File: src/rtl/irq_pkg.sv
`default_nettype none
// ============================================================================
// Module   : irq_pkg
// Brief    : Shared constants and state encoding for irq_pending_ctrl.
// Revision : 1.0
// ============================================================================
package irq_pkg;

    localparam int N     = 8;
    localparam int IDX_W = 3;

    typedef enum logic [0:0] {
        IDLE = 1'b0,
        BUSY = 1'b1
    } irq_state_e;

endpackage : irq_pkg
`default_nettype wire

File: src/rtl/prio_enc.sv
`default_nettype none
// ============================================================================
// Module   : prio_enc
// Brief    : Combinational N-to-IDX_W priority encoder, highest index wins.
// Revision : 1.0
// ============================================================================
module prio_enc #(
    parameter int N     = 8,
    parameter int IDX_W = 3
) (
    input  logic [N-1:0]     req,
    output logic [IDX_W-1:0] idx,
    output logic             any
);

    // Ascending scan so the last (highest) set bit overrides lower ones.
    always_comb begin
        idx = '0;
        for (int i = 0; i < N; i++) begin
            if (req[i]) begin
                idx = IDX_W'(i);
            end
        end
    end

    assign any = |req;

endmodule : prio_enc
`default_nettype wire

File: src/rtl/irq_pending_ctrl.sv
`default_nettype none
// ============================================================================
// Module   : irq_pending_ctrl
// Brief    : Edge-captured pending register with mask, priority selection and
//            valid/ack presentation. Define IRQ_SYNC_EN to insert a 2-flop
//            synchronizer on every irq_in bit ahead of edge detection.
// Revision : 1.0
// ============================================================================
module irq_pending_ctrl
    import irq_pkg::*;
(
    input  logic             clk,
    input  logic             rst,
    input  logic             en,
    input  logic [N-1:0]     irq_in,
    input  logic [N-1:0]     mask,
    output logic             irq_valid,
    output logic [IDX_W-1:0] irq_id,
    input  logic             irq_ack,
    output logic [N-1:0]     pending
);

    logic [N-1:0]     w_irq_s;
    logic [N-1:0]     w_edge;
    logic [N-1:0]     w_cand;
    logic [IDX_W-1:0] w_sel;
    logic             w_any;
    logic             w_ack_fire;

    logic [N-1:0]     r_prev_q,    w_prev_d;
    logic [N-1:0]     r_pending_q, w_pending_d;
    logic             r_valid_q,   w_valid_d;
    logic [IDX_W-1:0] r_id_q,      w_id_d;
    irq_state_e       r_state_q,   w_state_d;

`ifdef IRQ_SYNC_EN
    logic [N-1:0] r_sync1_q, w_sync1_d;
    logic [N-1:0] r_sync2_q, w_sync2_d;

    always_comb begin
        w_sync1_d = irq_in;
        w_sync2_d = r_sync1_q;
    end

    always_ff @(posedge clk) begin
        if (rst) begin
            r_sync1_q <= '0;
            r_sync2_q <= '0;
        end else begin
            r_sync1_q <= w_sync1_d;
            r_sync2_q <= w_sync2_d;
        end
    end

    assign w_irq_s = r_sync2_q;
`else
    assign w_irq_s = irq_in;
`endif

    assign w_edge     = w_irq_s & ~r_prev_q;
    assign w_cand     = r_pending_q & mask;
    assign w_ack_fire = (r_state_q == BUSY) && irq_ack;

    prio_enc #(
        .N     (N),
        .IDX_W (IDX_W)
    ) u_prio_enc (
        .req (w_cand),
        .idx (w_sel),
        .any (w_any)
    );

    // Clear is applied before the edge OR so a same-cycle re-edge keeps the bit set.
    always_comb begin
        w_prev_d    = w_irq_s;
        w_pending_d = r_pending_q;
        if (w_ack_fire) begin
            w_pending_d[r_id_q] = 1'b0;
        end
        w_pending_d = w_pending_d | w_edge;
    end

    always_comb begin
        w_state_d = r_state_q;
        w_valid_d = r_valid_q;
        w_id_d    = r_id_q;
        case (r_state_q)
            IDLE: begin
                w_valid_d = 1'b0;
                if (en && w_any) begin
                    w_id_d    = w_sel;
                    w_valid_d = 1'b1;
                    w_state_d = BUSY;
                end
            end
            BUSY: begin
                if (irq_ack) begin
                    w_valid_d = 1'b0;
                    w_state_d = IDLE;
                end
            end
            default: begin
                w_valid_d = 1'b0;
                w_state_d = IDLE;
            end
        endcase
    end

    always_ff @(posedge clk) begin
        if (rst) begin
            r_prev_q    <= '0;
            r_pending_q <= '0;
            r_valid_q   <= 1'b0;
            r_id_q      <= '0;
            r_state_q   <= IDLE;
        end else begin
            r_prev_q    <= w_prev_d;
            r_pending_q <= w_pending_d;
            r_valid_q   <= w_valid_d;
            r_id_q      <= w_id_d;
            r_state_q   <= w_state_d;
        end
    end

    assign irq_valid = r_valid_q;
    assign irq_id    = r_id_q;
    assign pending   = r_pending_q;

endmodule : irq_pending_ctrl
`default_nettype wire

File: config.mk
export PLATFORM = sky130hd
export DESIGN_NAME = irq_pending_ctrl
export DESIGN_NICKNAME = d
export VERILOG_FILES = /design/src/rtl/irq_pkg.sv /design/src/rtl/prio_enc.sv /design/src/rtl/irq_pending_ctrl.sv
export SDC_FILE = /design/constraint.sdc
export NUM_CORES = 1
export LEC_CHECK = 0
export CORE_UTILIZATION = 36
export DETAILED_ROUTE_END_ITERATION = 8
export GPL_ROUTABILITY_DRIVEN = 0
export PLACE_DENSITY_LB_ADDON = 0.3
export SYNTH_ARGS = -nofsm -noshare
export SYNTH_HDL_FRONTEND = slang
export SYNTH_SLANG_ARGS = --single-unit
File: constraint.sdc
create_clock -name clk -period 1.2 [get_ports clk]
set_clock_uncertainty 0.15 [all_clocks]
set_input_delay 0.24 -clock clk [delete_from_list [all_inputs] [get_ports clk]]
set_output_delay 0.24 -clock clk [all_outputs]
set_load 0.01 [all_outputs]
==> impl_summary.md, run 1 <==
STA
After layout, the worst path uses 109% of the clock period. The smallest setup slack after layout is -0.110 ns. The clock period minus worst slack is 1.31 ns.

Setup repair after global routing could not meet its margin everywhere. The number of max-slew violations in the final report is 0. In this run the tightest slew margin relative to its limit is 84.7%. The count of final setup violators is 8. The number of hold violations in the final report is 0.

The maximum clock rate is 763 MHz. For the pin with the worst max-slew slack, the measured transition is 0.229 ns.

Logic synthesis
The average size of a mapped cell is 10.0 sq um. The area share of and/or/nand/nor cells after synthesis is 24.1%. In this run, distinct cell masters in the synthesized netlist total 21.

The Yosys step of the flow raised 0 warnings. The leading area contributor after synthesis is sky130_fd_sc_hd__dfxtp_1. Of the total synthesized cell area, the portion taken by full adders, half adders and majority gates is 0%.

The synthesis-stage register bit count is 21. The synthesized design contains 0 enable-type register cells. After synthesis, the cell types taking the most area are sky130_fd_sc_hd__dfxtp_1 49%, sky130_fd_sc_hd__nand2b_1 8.8%, sky130_fd_sc_hd__a21oi_1 7.1%. Synthesis produced 85 cells. The xor/xnor cell area share of the yosys netlist is 0%. Summing the areas of all compound-gate instances in the mapped netlist gives 25.6% of the synthesized area. The leading cell type by number of instances after synthesis is sky130_fd_sc_hd__dfxtp_1. Counting every net in the synthesized netlist gives 105. The mux contribution to synthesized area is 0%.

The share of synthesized registers carrying an async set or reset is 0%. The combinational family with the most area after synthesis is compound AO/OA/AOI/OAI gates. The sequential share of the synthesized area is 49.4%. The most frequently used flop master after synthesis is sky130_fd_sc_hd__dfxtp_1. The synthesized design devotes to its leading area cell type 49.4% of total area. The synthesized netlist occupies a cell area of 851 sq um.

In the synthesized netlist, the cells that appear most often are 21 x sky130_fd_sc_hd__dfxtp_1, 12 x sky130_fd_sc_hd__a21oi_1, 12 x sky130_fd_sc_hd__nand2b_1.

Global routing
The total congestion overflow after global routing is 0. The first-pass GRT wire length is 3300 um. The initial antenna violation count is 0.

The global routing usage summed across all routing layers is 17.2%. The via count of the first global-routing pass is 749. Entering global routing, the biggest net connects 22 pins.

Detailed routing
The number of iterations in the first detailed-routing pass is 4. The final layout contains routed wiring with a total length of 1990 um. For this run, design rule violations remaining after detail routing come to 0. The remaining number of nets flagged by the antenna check after routing is 0. The routed layout has 801 vias. In this run, the number of DRC markers left after iteration 0 of detailed routing was 10. The via density per instance is 5.07. The post-detailed-route wirelength per cell is 12.6 um.

Power
The total power after layout is 1.50 mW. In this run switching power makes up 26.6% of total power. The internal portion of the total power is 1.10 mW.

The clock network accounts for 22.2% of the total power. In this run the static leakage power is 0.540 nW. The logic gate share of total power is 25.0%. The worst supply voltage drop on vdd is 0.000729 V.

The total power per unit cell area is 1100 nW/um^2. For this design the total switching power over the nets is 0.399 mW. The sequential group share of total power is 52.8%.

Critical path
The number of buffer and inverter stages on the critical path is 1. The data arrival time of the worst path is 1.36 ns. The signal on the critical path passes through clkdlybuf4s50_1 -> nand2b_4 -> a41o_4 -> a311oi_2 -> nor3_2.

Of all nets on the critical path, the largest fanout is 6. STA classifies the critical path startpoint as an input port. On the critical path the largest part of the delay comes from buffers and inverters. Setup slack on the worst reg-to-reg path comes out at -0.10 ns. The delay of the slowest cell on the worst path is 0.51 ns.

The slowest cell on the critical path is sky130_fd_sc_hd__clkdlybuf4s50_1. Data on the critical path is required at its endpoint by 1.25 ns. STA classifies the critical path endpoint as a register. The setup path with the least slack is of type in2reg.

Cells and area
The utilization after layout is 61.4%. The net total in the final layout is 151. The fill cell instance count of the final layout is 214.

The non-filler instance count after layout is 158. The number of antenna diodes in the final layout is 0. Of the cells placed in the final design, the portion with a size suffix greater than 1 is 39.2%. The relative area change from synthesis to final layout is 59.7%.

Clock network
The maximum clock path buffer count is 2. After clock tree synthesis, the clock-pin slew on the worst setup and hold paths is 0.11 ns. In this run, post-CTS hold repair placed 0 buffers. The buffer type at the clock tree root is sky130_fd_sc_hd__clkbuf_4. TritonCTS built the clock tree. The total CTS buffers is 3. In this run the number of H-tree levels came out at 1. For the worst-skew pair, the clock arrives at the later sink with an insertion delay of 0.30 ns. The CTS sink count is 21.

Status
The checks that failed: negative setup slack. The run finished, with violations left.

Floorplanning
The standard cell core area is 2210 sq um. The floorplan step defined a die boundary enclosing 2560 sq um. Row generation in the floorplan step produced 17 rows. The die is 50.6 um wide. The top-level port count is 32. The initial cell density of the core is 38.5%. The height of the die is 50.6 um.

Run
The max-cap violation count is 0.

Placement
Buffers placed on the I/O ports in this run total 31. Before CTS, the worst setup slack after placement is -0.516 ns. The total placed cells including tap cells is 150. The wire-length estimate of the detail-placed layout is 1450 um.

Worst hold path
The path class of the tightest hold or removal check is in2reg.
==> worst paths after layout <==
path	start	endpoint	cells after the start
worst max-delay path	en	irq_id[0]$_SDFFE_PP0P_	5
worst min register to register	r_prev_q[4]$_SDFF_PP0_	pending[4]$_SDFF_PP0_	2
worst max register to register	pending[7]$_SDFF_PP0_	irq_id[0]$_SDFFE_PP0P_	4
worst min-delay path	irq_ack	r_state_q$_SDFF_PP0_	3
==> state kept, by name (all words and copies together) (netlist names) <==
register and cells:
irq_valid 1, r_prev_q 8, irq_id 3, r_state_q 1
pending 8
==> final cells by class <==
class / count / area [sq um] / area share, %
clock buffer: 3 / 22.5 / 1.66
clock inverter: 1 / 5.00 / 0.368
multi-input combinational: 62 / 440 / 32.4
sequential: 21 / 448 / 33.0
tap: 28 / 35.0 / 2.58
timing repair buffer: 43 / 408 / 30.0
==> metal layers <==
layer | vias to the layer above | GRT usage, % | wire length (um)
met4 | 0 | 9.72 | 35
li1 | 393 | - | -
met2 | 31 | 28.7 | 958
met5 | - | 0 | 0
met3 | 6 | 2.73 | 98
met1 | 371 | 20.8 | 901
==> what timing repair did <==
item,in CTS,in global routing
pin swaps,9,4
gates resized for setup,69,10
setup buffers,2,2
endpoints found under the setup margin,19,22
hold endpoints to repair,0,0
==> power groups by stage <==
| stage | logic (mW) | clock network (mW) | registers [mW] |
|---|---|---|---|
| global route | 0.408 | 0.377 | 0.797 |
| global placement | 0.354 | 0 | 0.800 |
| floorplan | 0.136 | 0 | 0.822 |
| finish | 0.375 | 0.333 | 0.791 |
| detailed placement | 0.361 | 0 | 0.803 |
| CTS | 0.356 | 0.350 | 0.791 |
==> worst reg2reg max path, delay by kind of cell, from the launching register on <==
family | cells | cell delay (ns)
AOI/OAI and AO/OA | 2 | 0.48
DFF | 1 | 0.38
and+or+nand+nor | 2 | 0.19
==> through the flow <==
| stage | instance area [sq um] | hold slack [ns] | setup TNS [ns] |
|---|---|---|---|
| 2_1_floorplan | 873 | 0.162 | -0.0925 |
| 3_3_place_gp | 1280 | 0.312 | -5.09 |
| 3_5_place_dp | 1280 | 0.324 | -5.46 |
| 4_1_cts | 1320 | 0.240 | -0.490 |
| 5_1_grt | 1360 | 0.252 | -1.23 |
| 6_report | 1360 | 0.255 | -0.568 |
==> kinds of logic after synthesis <==
logic type,after synthesis
compound gates,30
buf+inv,2
flops,21
simple gates,32
==> layout by cell type, fill, tap and decap left out, types with 2 or more instances in the layout <==
master / netlist / final
sky130_fd_sc_hd__dfxtp_2: 0 / 7
sky130_fd_sc_hd__o31ai_1: 2 / 2
sky130_fd_sc_hd__buf_6: 0 / 10
sky130_fd_sc_hd__dfxtp_1: 21 / 9
sky130_fd_sc_hd__o21ai_1: 0 / 5
sky130_fd_sc_hd__clkdlybuf4s50_1: 0 / 11
sky130_fd_sc_hd__nor2b_1: 8 / 8
sky130_fd_sc_hd__a21oi_1: 12 / 12
sky130_fd_sc_hd__nand2_1: 5 / 4
sky130_fd_sc_hd__nand2b_1: 12 / 12
sky130_fd_sc_hd__nand3b_1: 2 / 2
sky130_fd_sc_hd__buf_2: 0 / 2
sky130_fd_sc_hd__a32o_1: 2 / 2
sky130_fd_sc_hd__buf_4: 0 / 10
sky130_fd_sc_hd__clkbuf_4: 0 / 3
sky130_fd_sc_hd__a22oi_2: 2 / 4
sky130_fd_sc_hd__dlygate4sd2_1: 0 / 8
sky130_fd_sc_hd__dfxtp_4: 0 / 5
Power figures use the tool's default switching activity.
==> run 2: changes to the inputs <==
--- a/config.mk
+++ b/config.mk
@@ -8,7 +8,7 @@
 export CORE_UTILIZATION = 36
 export DETAILED_ROUTE_END_ITERATION = 8
 export GPL_ROUTABILITY_DRIVEN = 0
-export PLACE_DENSITY_LB_ADDON = 0.3
+export PLACE_DENSITY = 0.77
 export SYNTH_ARGS = -nofsm -noshare
 export SYNTH_HDL_FRONTEND = slang
 export SYNTH_SLANG_ARGS = --single-unit
==> impl_summary.md, run 2 (synthesized netlist as in run 1, its figures left out) <==
Power
Per report_power, the combinational group accounts for 25.4% of the total. The share of total power in the clock network is 23.3%. The switching fraction of total power is 27.9%. The analysis attributes to net switching a power of 0.431 mW. In this run the power density over the cells is 1120 nW/um^2.

The worst supply voltage drop on vdd is 0.000809 V. The design internal power is 1.11 mW. Summed over all cells, the static leakage comes to 0.549 nW. In this run, flip-flops and latches consume 51.3% of the power.

Critical path
STA puts the critical path data required time at 1.25 ns. The endpoint of the worst register-to-register path is irq_id[0]$_SDFFE_PP0P_. Counting both buffers and inverters, the worst setup path holds a total of 0.

The worst setup path is captured at a register. The signal on the critical path passes through a22oi_2 -> a41o_4 -> nor2b_4 -> nor3_2. The setup check on the worst reg-to-reg path leaves a slack of -0.12 ns. The slowest cell on the critical path is sky130_fd_sc_hd__dfxtp_4. The worst register-to-register path begins at pending[2]$_SDFF_PP0_.

The data arrival time of the worst path is 1.37 ns. The highest fanout seen on the critical path is 7. Broken down by cell family, the worst path's largest delay share belongs to compound AO/OA/AOI/OAI gates. The largest single stage delay on the critical path is 0.38 ns. The worst setup path is launched from a register. The kind of critical path is reg2reg.

The number of cells on the worst reg-to-reg path is 4.

Cells and area
The relative area change from synthesis to final layout is 62.8%. The fill cell instance count of the final layout is 186. Leaving out fill and tap cells, the most frequent cells in the layout are 12 x sky130_fd_sc_hd__nand2b_1, 12 x sky130_fd_sc_hd__clkdlybuf4s50_1, 11 x sky130_fd_sc_hd__buf_4. The number of antenna diodes in the final layout is 0. In the final layout, the share of cells above drive strength 1 is 43.5%. At the end of the flow, the number of nets in the layout was 152.

Detailed routing
The final routed DRC violation total is 0. The detailed router finished its first iteration with 12 violations. In the final routed layout, each cell accounts on average for 13.5 um. The first detailed-routing pass took 4 iterations.

The remaining number of nets flagged by the antenna check after routing is 0. The via density per instance is 5.05. The routed layout has 803 vias.

After detailed routing, the total wire length is 2140 um.

Worst hold path
For hold timing, the worst endpoint is irq_valid$_SDFFE_PP0P_. The worst hold path begins at irq_ack. The class of the most critical hold timing path is in2reg. Counting instances, the worst hold path has a depth of 3.

STA
The number of max-slew violations in the final report is 0. The number of hold violations in the final report is 0. Measured against its own limit, the worst slew margin works out to 82.9%. Setup repair after global routing could not meet its margin everywhere. The maximum clock rate is 759 MHz. The final cycle utilization of the critical path is 110%. Setup violations remaining at the end of the flow were counted as 12. At the pin with the least slew margin, the transition time is 0.256 ns.

The routed design could run at a clock period as short as 1.32 ns. Final hold analysis gives a worst-case slack of 0.248 ns. The smallest setup slack after layout is -0.117 ns.

Floorplanning
The die is 50.6 um tall. The x dimension of the die is 50.6 um. The die outline area is 2560 sq um. The initial utilization of the core area, before any placement, comes to 38.5%. The standard cell core area is 2210 sq um. 32 I/O pins were placed. Row generation in the floorplan step produced 17 rows.

Clock network
The level count of the clock H-tree is 1. For the worst-skew pair, the clock arrives at the later sink with an insertion delay of 0.32 ns. The CTS sink count is 21. The tree is rooted in a sky130_fd_sc_hd__clkbuf_4. The clock-pin slew on the worst setup and hold paths is 0.13 ns. The total CTS buffers is 3. TritonCTS built the clock tree.

The maximum clock path buffer count is 2.

Global routing
The met1 routing resource usage after global routing is 20.4%. Global routing used 32.4% of the available met2 tracks. The most congested layer reported by global routing is met2. The initial antenna violation count was 0. Global routing used 18.1% of the available tracks across all layers. The first global-routing pass estimated 3420 um of wire.

Global routing consumed, on the met3 layer, 4.24% of the routing resources. The pin count of the biggest net entering global routing is 22. The total congestion overflow after global routing is 0. The via count of the first global-routing pass came to 827.

Run
The max-cap violation count is 0.

Placement
After legalization and detailed placement, the total HPWL measured 1560 um. Input and output buffers added on the ports amount to 31. The post-placement worst setup slack is -0.498 ns.

Status
The flow ran to the end, but the final reports show violations. The checks that failed: negative setup slack.
## run 2: changes by cell type in the layout (fill, tap and decap cells not counted), sizes merged
cell           previous run  this run
dlymetal6s2s              0         1
dlygate4sd2               8         6
clkinvlp                  0         1
clkdlybuf4s50            11        12
buf                      23        25
clkinv                    1         0
clkdlybuf4s15             1         0
## run 2: worst reg2reg max path, delay by kind of cell (launching register included)
| kind | cells | cell delay [ns] |
|---|---|---|
| AO/OA/AOI/OAI | 2 | 0.48 |
| flip-flops | 1 | 0.38 |
| AND/OR/NAND/NOR | 2 | 0.19 |
## run 2: timing repair
item | 4_1_cts | 5_1_grt
pin swaps | 7 | 8
endpoints found under the setup margin | 22 | 22
gates cloned | 0 | 0
hold buffers | 0 | 0
gates resized for setup | 65 | 18
endpoints found under the hold margin | 0 | 0
setup buffers | 1 | 3
## run 2: cell type report
class                      count  area [sq um]  area share [%]
clock buffer                   3          22.5            1.63
multi-input combinational     62           455            32.9
timing repair buffer          44           415            30.0
clock inverter                 1          7.51           0.542
sequential                    21           449            32.4
tap                           28          35.0            2.53
## run 2: worst max-delay path by stage
stage | from | endpoint | cells after the start | slack [ns]
after floorplan | pending[6]$_SDFF_PP0_ | irq_id[0]$_SDFFE_PP0P_ | 4 | -0.07
after global placement | mask[2] | irq_id[0]$_SDFFE_PP0P_ | 5 | -0.48
after detailed placement | mask[2] | irq_id[0]$_SDFFE_PP0P_ | 5 | -0.50
after CTS | pending[5]$_SDFF_PP0_ | irq_id[0]$_SDFFE_PP0P_ | 4 | -0.12
after global routing | pending[7]$_SDFF_PP0_ | irq_id[0]$_SDFFE_PP0P_ | 4 | -0.15
final | pending[2]$_SDFF_PP0_ | irq_id[0]$_SDFFE_PP0P_ | 4 | -0.12
## run 2: routing by layer
layer / wire length, um / vias to the layer above
met1: 953 / 382
met5: 0 / -
met3: 97 / 3
met4: 25 / 0
li1: - / 396
met2: 1070 / 22
## run 2: metrics by stage
stage	utilization [%]	total power, mW	area, sq um	instances	setup TNS [ns]
floorplan	-	0.958	873	85	-0.0925
global placement	58.4	1.16	1290	151	-5.32
detailed placement	58.4	1.17	1290	151	-5.77
CTS	59.7	1.52	1320	156	-0.488
global route	62.6	1.62	1390	159	-1.08
finish	62.6	1.54	1390	159	-0.470
## run 2: power groups by stage
stage | combinational [mW] | clock [mW] | sequential, mW
2_1_floorplan | 0.136 | 0 | 0.822
3_3_place_gp | 0.361 | 0 | 0.803
3_5_place_dp | 0.368 | 0 | 0.803
4_1_cts | 0.358 | 0.368 | 0.792
5_1_grt | 0.420 | 0.400 | 0.799
6_report | 0.393 | 0.359 | 0.793
==> run 3: changes to the inputs <==
--- a/config.mk
+++ b/config.mk
@@ -6,6 +6,7 @@
 export NUM_CORES = 1
 export LEC_CHECK = 0
 export CORE_UTILIZATION = 36
+export CTS_CLUSTER_SIZE = 20
 export DETAILED_ROUTE_END_ITERATION = 8
 export GPL_ROUTABILITY_DRIVEN = 0
 export PLACE_DENSITY = 0.77
==> results of run 3 <==
No change in the layout: final DEF, timing and power equal those of run 2.
